$ cat config.mk
export PLATFORM = sky130hd
export DESIGN_NAME = xor_fold_stream
export DESIGN_NICKNAME = d
export VERILOG_FILES = /design/src/rtl/xor_fold_stream.sv
export SDC_FILE = /design/constraint.sdc
export NUM_CORES = 1
export LEC_CHECK = 0
export CELL_PAD_IN_SITES_DETAIL_PLACEMENT = 1
export CELL_PAD_IN_SITES_GLOBAL_PLACEMENT = 1
export CORE_UTILIZATION = 40
export DETAILED_ROUTE_END_ITERATION = 8
export PLACE_DENSITY_LB_ADDON = 0.1
export SYNTH_ARGS = -nofsm -noshare
export SYNTH_HDL_FRONTEND = slang
export SYNTH_SLANG_ARGS = --single-unit
$ cat constraint.sdc
create_clock -name clk -period 5.05 [get_ports clk]
set_clock_uncertainty 0.2 [all_clocks]
set_input_delay 0.7575 -clock clk [delete_from_list [all_inputs] [get_ports clk]]
set_output_delay 0.7575 -clock clk [all_outputs]
set_load 0.05 [all_outputs]
$ cat src/rtl/xor_fold_stream.sv
// Multi-channel streaming XOR-fold compressor with valid/ready on both sides.
// FOLD mode emits one result per beat; ACCUM mode XOR-accumulates a whole burst into one result.
module xor_fold_stream #(
  parameter int W_IN  = 16,
  parameter int W_OUT = 8,
  parameter int CH    = 2,
  parameter int CNT_W = 8
) (
  input  logic                  clk,
  input  logic                  rst_n,
  input  logic                  mode,
  input  logic                  in_valid,
  output logic                  in_ready,
  input  logic [CH*W_IN-1:0]    in_data,
  input  logic                  in_last,
  output logic                  out_valid,
  input  logic                  out_ready,
  output logic [CH*W_OUT-1:0]   out_data,
  output logic [CNT_W-1:0]      out_beats
);

  localparam int N_SLICE = W_IN / W_OUT;

  generate
    if ((W_IN % W_OUT) != 0) begin : g_width_check
      $error("xor_fold_stream: W_IN must be an integer multiple of W_OUT");
    end
  endgenerate

  typedef enum logic [0:0] {IDLE, ACC} state_t;

  state_t               state;
  logic [CH*W_OUT-1:0]  acc;
  logic [CNT_W-1:0]     cnt;
  logic [CH*W_OUT-1:0]  fold;
  logic [CNT_W-1:0]     cnt_sat;
  logic                 accept;

  always_comb begin
    fold = '0;
    for (int c = 0; c < CH; c++) begin
      for (int k = 0; k < N_SLICE; k++) begin
        fold[c*W_OUT +: W_OUT] = fold[c*W_OUT +: W_OUT] ^ in_data[c*W_IN + k*W_OUT +: W_OUT];
      end
    end
  end

  // A new beat is taken whenever the output slot is empty or being drained this cycle.
  assign in_ready = !out_valid || out_ready;
  assign accept   = in_valid && in_ready;
  assign cnt_sat  = (&cnt) ? cnt : cnt + CNT_W'(1);

  always_ff @(posedge clk or negedge rst_n) begin
    if (!rst_n) begin
      state     <= IDLE;
      acc       <= '0;
      cnt       <= '0;
      out_valid <= 1'b0;
      out_data  <= '0;
      out_beats <= '0;
    end else begin
      if (out_valid && out_ready) begin
        out_valid <= 1'b0;
      end
      if (accept) begin
        case (state)
          IDLE: begin
            if (!mode || in_last) begin
              out_data  <= fold;
              out_beats <= CNT_W'(1);
              out_valid <= 1'b1;
            end else begin
              acc   <= fold;
              cnt   <= CNT_W'(1);
              state <= ACC;
            end
          end
          ACC: begin
            // mode is deliberately not consulted here so a burst always closes as ACCUM.
            if (!in_last) begin
              acc <= acc ^ fold;
              cnt <= cnt_sat;
            end else begin
              out_data  <= acc ^ fold;
              out_beats <= cnt_sat;
              out_valid <= 1'b1;
              acc       <= '0;
              cnt       <= '0;
              state     <= IDLE;
            end
          end
          default: state <= IDLE;
        endcase
      end
    end
  end

endmodule

---- Word-level counts from Yosys, hierarchy flattened ----
Cells that the tools add are included.
word-level totals
  flip-flop bits (word level) ............. 50
  input bits .............................. 38
  output and inout bits ................... 26
  logic and storage cells ................. 44
operators by class
  $add $sub $neg .......................... 1
  equal/unequal tests ..................... 3
  muxes and demuxes ....................... 21
  bitwise gates (word level) .............. 4
  reduce and logical (&&, ||, !) cells .... 9
operators by type and width
  cell                 count
  $mux 16              4
  $pmux 16 s2          2
  $mux 8               5
  $pmux 8 s2           2
  $xor 16x16->16       1
  $xor 8x8->8          2
  $add 8x1->8 const B  1
  $reduce_and 8->1     1
  $mux 1               6
  $ne 2x2->1 const B   3
  $pmux 1 s2           2
  $reduce_and 3->1     1
  $logic_and 1x1->1    2
  $logic_not 1->1      2
  $logic_or 1x1->1     2
  $reduce_and 2->1     1
  $not 1->1            1

---- Depth between registers and ports, before layout ----
Gate-level depths: netlist of the first run.
  depth in word-level cells ............... 5
  mapped depth ............................ 6
  depth with buffers taken out ............ 5

---- Least setup slack after synthesis of the first run ----
Ideal clock, no wire load.
  kind .................................... input to output
  start ................................... input out_ready
  end ..................................... output in_ready
  data arrival time ....................... 1,147 ps
  slack ................................... 2,946 ps
  stages on the path ...................... 2
  path through ............................ and2b_2 > inv_4
on the way
  cells in the longest elaborated chain, start to end .. 1
RTL lines
  element             line  text
  start: declaration  17    input logic out_ready,
  $logic_or 1x1->1    49    assign in_ready = !out_valid || out_ready;
  end: declaration    13    output logic in_ready,
No other way between the ends.

---- Worst setup path after layout of the first run ----
Same ends and word-level chain as after synthesis.

==> results of run 1 <==
[stage by stage]
step | power (uW) | cells
after floorplan | 884.9 | 275
after global placement | 1049 | 401
after detailed placement | 1069 | 401
after CTS | 1305 | 407
after global routing | 1367 | 407
final | 1289 | 407
[cell usage in the layout, fill, tap and decap left out, types with 2 or more instances in the layout]
| master | synthesis | final |
|---|---|---|
| clkbuf_8 | 0 | 6 |
| nand2_1 | 50 | 50 |
| xnor2_1 | 10 | 10 |
| xor2_1 | 24 | 24 |
| o221ai_1 | 2 | 2 |
| and3_1 | 2 | 2 |
| buf_4 | 1 | 3 |
| nand3_1 | 4 | 4 |
| and4_1 | 2 | 2 |
| mux2i_1 | 2 | 2 |
| clkdlybuf4s50_1 | 0 | 62 |
| a21oi_1 | 9 | 9 |
| o31a_1 | 2 | 2 |
| a32o_1 | 13 | 13 |
| nor2_1 | 7 | 7 |
| o21ai_0 | 55 | 55 |
| inv_1 | 3 | 3 |
| o211ai_1 | 3 | 3 |
| dfrtp_1 | 50 | 50 |
| nand2b_1 | 2 | 2 |
[worst paths after layout]
kind / from / cells past startpoint / to / slack [ns]
min in group asynchronous: rst_n / 2 / out_data[3] / 0.36
max reg2reg: state / 5 / cnt[2] / 2.13
min reg2reg: out_data[10] / 2 / out_data[10] / 0.28
max in group asynchronous: rst_n / 2 / out_data[0] / 3.86
min: out_data[10] / 2 / out_data[10] / 0.28
max: out_ready / 4 / in_ready / 1.73
[layout make-up]
cell class	count	area, um2
clock buffer	6	82.58
multi-input combinational	206	1257
fill	720	2745
inverter	4	17.52
tap	75	93.84
timing repair buffer	66	648.1
sequential	50	1251
[metal layers]
| layer | vias to the layer above | global-route usage | share of wire |
|---|---|---|---|
| met3 | 9 | 0.03407 | 0.049 |
| met1 | 1075 | 0.2744 | 0.48 |
| met4 | 0 | 0.05345 | 0.014 |
| met5 | - | 0 | 0 |
| met2 | 57 | 0.3479 | 0.46 |
| li1 | 1085 | - | - |
[critical path, cell delays in order]
cell and delay [ns]:
clkdlybuf4s50_1 0.46, and2b_2 0.27, inv_4 0.09, clkdlybuf4s50_1 0.79
[power groups by stage]
stage / logic, uW / registers, uW / clock network (uW)
2_1_floorplan: 182 / 703 / 0
3_3_place_gp: 484 / 565 / 0
3_5_place_dp: 497 / 572 / 0
4_1_cts: 499 / 564 / 241
5_1_grt: 536 / 578 / 252
6_report: 493 / 563 / 234
[state kept, by name (all words and copies together), names as in the netlist]
name	count
acc	16
out_data	16
cnt	8
out_beats	8
out_valid	1
state	1
[cell families after synthesis]
kind of cell             after synthesis  share of synthesized area
buffers and inverters                 19                    0.03420
flip-flops                            50                     0.4817
XOR/XNOR                              34                     0.1146
AO/OA/AOI/OAI                         93                     0.2254
AND/OR/NAND/NOR                       76                     0.1315
adder cells (fa/ha/maj)                1                   0.004816
multiplexers                           2                   0.007707
==> flow_metrics.tcl, run 1 <==
set metrics [dict create \
    syn_inst 275 \
    port-buffer-count 63 \
    first_pass_iters 4 \
    grt_max_degree 51 \
    initial_utilization 0.4261 \
    rsz0062_at_grt "false" \
    dieWidth_um 82.59 \
    fp.dieArea_um2 6820 \
    synth_edf_count 0 \
    post_drt_wl_per_cell_um 15.69 \
    place_ws_ns 1.422 \
    fin_crit_ns 3.321 \
    worstPathArrival_ns 2.36 \
    core_area_um2 6096 \
    synth.net_count 314 \
    first_global_vias 2195 \
    synth_area_leaders "dfrtp_1 (48%), o21ai_0 (11%), xor2_1 (8.1%)" \
    routabilityCongestion 0.8167 \
    critPathCaptureType "output pin" \
    num_rows 28 \
    holdWs_ns 0.2831 \
    placed_cell_area_um2 3268 \
    synth.avg_cell_area_um2 9.445 \
    fin_ws_ns 1.729 \
    drv_cap 0 \
    timing.setup.tns_ns 0 \
    synth_flop_cell "dfrtp_1" \
    root_buffer "clkbuf_8" \
    cts.repair.resized 0 \
    area_growth_pct 29.00 \
    grt.total_usage 0.2064 \
    yosysMostFrequentCell "o21ai_0" \
    cp_max_fo 5 \
    synth_top_area_frac 0.4817 \
    synth_seq_cells 50 \
    slew_headroom 0.2616 \
    power_density_nw_per_um2 384.8 \
    die_h_um 82.59 \
    drive_gt1_frac 0.04518 \
    crit_path_start_kind "input pin" \
    max_freq_mhz 301.1 \
    vias 2226 \
    seq_area_frac_synth 0.4817 \
    ys_warn_count 0 \
    final_min_period_over_clock_period 0.6577 \
    setup_viol 0 \
    leakage_uw 0.001354 \
    drtIter0Drc 97 \
    cts_tree "built" \
    finalHoldViolCount 0 \
    worstSetupPathType "in -> out" \
    drt-total-wl_um 6386 \
    viasPerCell 5.469 \
    n_antenna_cell 0 \
    ioPinCount 64 \
    pwr-share-clk 0.182 \
    p_int_uw 788.2 \
    worstSkewPairLatency_ns 0.30 \
    cts.htree.levels 2 \
    synth_area_um2 2597 \
    utilization 0.5497 \
    ys_types 40 \
    cts_buffers 5 \
    clock-sinks 50 \
    path_clk_slew_ns 0.09 \
    power_switching_uw 501.2 \
    async_flop_share 1.000 \
    synth_top_cells_by_count "o21ai_0 (55), dfrtp_1 (50), nand2_1 (50)" \
    cp.required_ns 4.09 \
    swShare 0.3887 \
    nNetsFinal 372 \
    drc 0 \
    post_cts_buffers 0 \
    status "completed" \
    yosys.area.top_type "dfrtp_1" \
    ir_drop_mv 0.2080 \
    seq_power_share 0.436 \
    hpwl_um 4511 \
    hp-class "reg -> reg" \
    clockBufferDepth 2 \
    p_comb_frac 0.382 \
    overflow 0 \
    antenna_found_initial 0 \
    ctsHoldBuffers 0 \
    design_area_um2 3351 \
    grt_pass1_wl_um 10620 \
    tightest_slew_ns 1.099 \
    slew_viol_final 0 \
    route.antenna.remaining_nets 0 \
]
No activity file was read; power rests on OpenSTA's default activity.
==> run 2: changes to the inputs <==
- CORE_UTILIZATION: 40 -> 37
- clock period: 5.05 -> 3.2 ns (I/O delays scaled with it)
==> run 2 against run 1 <==
Total power up 57%. Setup slack worse by 1.3 ns. Routed wire length down 4.3%. Via count down 0.36%. Critical path depth unchanged. First-iteration DRC count down 18%. Sequential share of layout area down 0.79 points. Sequential cell count unchanged. Global-route usage down 2.3 points. Non-clock buffer count up 5. Clock power up 53%. Core utilization down 4.6 points. Largest cell class unchanged. Largest power group unchanged.
==> flow_metrics.tcl, run 2 (synthesis gave the netlist of run 1 again) <==
set metrics [dict create \
    fp.dieArea_um2 7359 \
    status "completed" \
    r2r_cells 4 \
    timing.setup.tns_ns 0 \
    nNetsFinal 377 \
    cp_max_fo 5 \
    ioPinCount 64 \
    die_h_um 85.79 \
    mostFrequentLayoutCells "clkdlybuf4s50_1 (62), o21ai_0 (55), nand2_1 (50), dfrtp_1 (50), xor2_1 (24)" \
    cp.required_ns 2.52 \
    worstSetupPathType "in -> out" \
    drive_gt1_frac 0.05325 \
    routabilityCongestion 0.8360 \
    crit_slowest_cell "clkdlybuf4s50_1" \
    r2r-end "acc[12]" \
    first_pass_iters 4 \
    cts.repair.resized 0 \
    reg_top3 "acc: 16 flops, out_data: 16 flops" \
    cts_buffers 5 \
    hp-class "reg -> reg" \
    grt_pass1_wl_um 10490 \
    overflow 0 \
    n_antenna_cell 0 \
    nFillCells 805 \
    fin_ws_ns 0.4518 \
    p_comb_frac 0.386 \
    core_area_um2 6794 \
    final_min_period_over_clock_period 0.8588 \
    power_switching_uw 785.7 \
    slew_viol_final 0 \
    antenna_found_initial 0 \
    multi_input_area_um2 1257 \
    hpwl_um 4353 \
    hold_path_end "out_beats[7]" \
    setup_viol 0 \
    fin_crit_ns 2.748 \
    crit_chain "clkdlybuf4s50_1, and2b_2, inv_4, clkdlybuf4s50_1" \
    power_density_nw_per_um2 590.5 \
    hold_path_depth 2 \
    cts.htree.levels 2 \
    critPathCaptureType "output pin" \
    worstSkewPairLatency_ns 0.30 \
    grt.total_usage 0.1830 \
    area_growth_pct 31.79 \
    seq_power_share 0.437 \
    clock-sinks 50 \
    finalHoldViolCount 0 \
    dieWidth_um 85.79 \
    viasPerCell 5.111 \
    rsz0062_at_grt "false" \
    final_common_cell "clkdlybuf4s50_1" \
    cpPeakStageDelay_ns 0.79 \
    route.antenna.remaining_nets 0 \
    drv_cap 0 \
    min_from "out_beats[7]" \
    reg2reg_slack_ns 1.14 \
    vias 2218 \
    clockBufferDepth 2 \
    drc 0 \
    root_buffer "clkbuf_8" \
    crit_path_start_kind "input pin" \
    max_freq_mhz 363.9 \
    swShare 0.3887 \
    drtIter0Drc 80 \
    leakage_uw 0.001376 \
    worstPathArrival_ns 2.07 \
    port-buffer-count 63 \
    num_rows 30 \
    drt-total-wl_um 6111 \
    slew_headroom 0.6091 \
    r2r-start "state" \
    post_drt_wl_per_cell_um 14.08 \
    seq_area_um2 1251 \
    grt_max_degree 44 \
    path_common_cell "clkdlybuf4s50_1" \
    pwr-share-clk 0.177 \
    first_global_vias 2265 \
    tightest_slew_ns 0.5863 \
    cts_tree "built" \
    p_int_uw 1236 \
    path_clk_slew_ns 0.09 \
    place_ws_ns 0.4323 \
    initial_utilization 0.3823 \
    ir_drop_mv 0.3031 \
]
==> run 2: worst max path at each step <==
stage	cells after the start	end	slack, ns	from
floorplan	6	acc[10]	1.25	out_valid
global route	4	in_ready	0.42	out_ready
detailed placement	4	in_ready	0.43	out_ready
finish	4	in_ready	0.45	out_ready
global placement	4	in_ready	0.45	out_ready
CTS	4	in_ready	0.43	out_ready
==> run 2: power groups by stage <==
| stage | combinational, uW | clock (uW) | sequential (uW) |
|---|---|---|---|
| after CTS | 792 | 378 | 886 |
| after global routing | 848 | 395 | 906 |
| final | 780 | 358 | 884 |
| after global placement | 773 | 0 | 891 |
| after floorplan | 287 | 0 | 1110 |
| after detailed placement | 788 | 0 | 898 |
==> run 2: repair_timing <==
item / CTS / global route
hold endpoints to repair: 19 / 0
hold buffers: 1 / 0
endpoints found under the setup margin: 0 / 0
buffers inserted: 0 / 0
==> run 2: metal layers <==
metal	global-route usage	up-vias	routed length, um
met5	0	-	0
met4	0.06061	0	89
met3	0.04139	7	224
met2	0.3178	46	2938
met1	0.2252	1069	2859
li1	-	1096	-
==> run 2: critical path, delay by kind of cell <==
kind | cells | cell delay [ns]
simple gates | 1 | 0.26
buf+inv | 3 | 1.32
==> run 2: area by class of cell <==
| class | instances | share of cell area |
|---|---|---|
| Inverter | 4 | 0.005117 |
| Clock buffer | 7 | 0.02230 |
| Sequential cell | 50 | 0.3655 |
| Timing Repair Buffer | 71 | 0.2047 |
| Tap cell | 96 | 0.03509 |
| Multi-Input combinational cell | 206 | 0.3673 |
==> run 2: through the flow <==
step / cells / power (uW) / instance area, um2 / hold slack (ns) / util
final: 434 / 2021 / 3423 / 0.2823 / 0.5039
after global routing: 434 / 2149 / 3423 / 0.3035 / 0.5039
after global placement: 426 / 1664 / 3337 / 0.2616 / 0.4912
after detailed placement: 426 / 1686 / 3337 / 0.2699 / 0.4912
after floorplan: 275 / 1396 / 2597 / -0.01559 / -
after CTS: 434 / 2056 / 3423 / 0.2912 / 0.5039
==> run 3: changes to the inputs <==
- PLACE_DENSITY: not set -> 0.86
- PLACE_DENSITY_LB_ADDON: 0.1 -> not set
==> run 3 against run 2 <==
The run now ends with negative hold slack left. Critical path depth unchanged. First-iteration DRC count up 71%. Global-route usage up 1.3 points. Routed wire length up 8.1%. Final cell count up 0.23%. Largest cell class unchanged.
==> flow_metrics.tcl, run 3 (synthesis gave the netlist of run 1 again) <==
set metrics [dict create \
    status "finished with violations" \
    violations "negative hold slack" \
    max_freq_mhz 362.8 \
    cts_buffers 5 \
    routabilityCongestion 0.8165 \
    cp-startpoint "out_ready" \
    port-buffer-count 63 \
    vias 2308 \
    drive_gt1_frac 0.06490 \
    fin_crit_ns 2.756 \
    r2r-start "cnt[0]" \
    first_pass_iters 4 \
    critPathCaptureType "output pin" \
    worstSkewPairLatency_ns 0.31 \
    nFillCells 797 \
    reg_top3 "acc: 16 flops, out_data: 16 flops" \
    drtIter0Drc 137 \
    die_h_um 85.79 \
    setup_viol 0 \
    cp.required_ns 2.52 \
    r2r-end "out_beats[1]" \
    reg2reg_slack_ns 1.18 \
    n_antenna_cell 0 \
    hpwl_um 4680 \
    drt-total-wl_um 6604 \
    route.antenna.remaining_nets 0 \
    num_rows 30 \
    core_area_um2 6794 \
    hp-class "in -> async" \
    ctsHoldBuffers 0 \
    antenna_found_initial 0 \
    slew_headroom 0.5497 \
    placed_cell_area_um2 3332 \
    final_common_cell "clkdlybuf4s50_1" \
    drv_cap 0 \
    dieWidth_um 85.79 \
    crit_end "in_ready" \
    timing.setup.tns_ns 0 \
    grt.total_usage 0.1956 \
    leakage_uw 0.001385 \
    rsz0062_at_grt "false" \
    path_clk_slew_ns 0.11 \
    worstSetupPathType "in -> out" \
    ioPinCount 64 \
    fp.dieArea_um2 7359 \
    cts.htree.levels 2 \
    viasPerCell 5.306 \
    root_buffer "clkbuf_8" \
    path_common_cell "clkdlybuf4s50_1" \
    area_growth_pct 32.66 \
    finalHoldViolCount 11 \
    overflow 0 \
    cts_tree "built" \
    power_density_nw_per_um2 620.5 \
    mostFrequentLayoutCells "clkdlybuf4s50_1 (62), o21ai_0 (55), nand2_1 (50), dfrtp_1 (50), xor2_1 (24)" \
    ir_drop_mv 0.2493 \
    clockBufferDepth 2 \
    post_drt_wl_per_cell_um 15.18 \
    crit_slowest_cell "clkdlybuf4s50_1" \
    grt_max_degree 44 \
    cts.repair.resized 0 \
    holdWs_ns -0.01387 \
    post_cts_buffers 0 \
    final_min_period_over_clock_period 0.8613 \
    nNetsFinal 377 \
    crit_path_start_kind "input pin" \
    cp_max_fo 5 \
    grt_pass1_wl_um 11380 \
    crit_chain "clkdlybuf4s50_1, and2b_2, inv_4, clkdlybuf4s50_1" \
    initial_utilization 0.3823 \
    worstPathArrival_ns 2.08 \
    tightest_slew_ns 0.6754 \
    clock-sinks 50 \
    design_area_um2 3446 \
    cpPeakStageDelay_ns 0.80 \
    r2r_cells 5 \
    slew_viol_final 0 \
    drc 0 \
    first_global_vias 2404 \
]
[run 3: changes by cell type in the layout (fill, tap and decap cells not counted), sizes merged]
cell         previous run  this run
clkinvlp                0         2
buf                     8         9
clkbuf                  7         5
dlygate4sd3             1         0
bufinv                  0         1
[run 3: cell type report]
type	instances	area (um2)	share of cell area
clock inverter	3	45.04	0.01307
timing repair buffer	71	685.7	0.1990
inverter	4	17.52	0.005084
sequential	50	1251	0.3631
multi-input combinational	206	1257	0.3649
tap	96	120.1	0.03486
clock buffer	5	68.82	0.01997
[run 3: critical path: cells and delay by family]
kind                   cells  cell delay [ns]
AND/OR/NAND/NOR            1             0.26
buffers and inverters      3             1.33
[run 3: how the worst min path moves through the flow]
stage / startpoint / to / cells past startpoint
2_1_floorplan: rst_n / acc[0] / 0
3_3_place_gp: out_data[9] / out_data[9] / 2
3_5_place_dp: out_beats[6] / out_beats[6] / 2
4_1_cts: rst_n / out_beats[3] / 1
5_1_grt: rst_n / out_beats[7] / 1
6_report: rst_n / out_beats[3] / 1
[run 3: metrics by stage]
| step | total power [uW] | util | worst slack (ns) | hold slack [ns] | cells |
|---|---|---|---|---|---|
| final | 2138 | 0.5072 | 0.4437 | -0.01387 | 435 |
| after CTS | 2153 | 0.5072 | 0.4374 | 0.02054 | 435 |
| after global placement | 1657 | 0.4904 | 0.4638 | 0.2640 | 427 |
| after global routing | 2254 | 0.5072 | 0.3855 | 0.04383 | 435 |
| after floorplan | 1396 | - | 1.246 | -0.01559 | 275 |
| after detailed placement | 1697 | 0.4904 | 0.4490 | 0.2722 | 427 |
[run 3: report_power, final]
part	leakage (uW)	switching, uW	total [uW]	internal (uW)
logic	0.000696	490	795	305
clock network	0.0000504	226	459	233
registers	0.000639	106	884	778
[run 3: metal layers]
layer | vias to the layer above | track usage | wire length [um]
li1 | 1100 | - | -
met1 | 1150 | 0.2572 | 3023
met2 | 51 | 0.3425 | 3335
met3 | 7 | 0.02117 | 170
met4 | 0 | 0.05455 | 74
met5 | - | 0 | 0
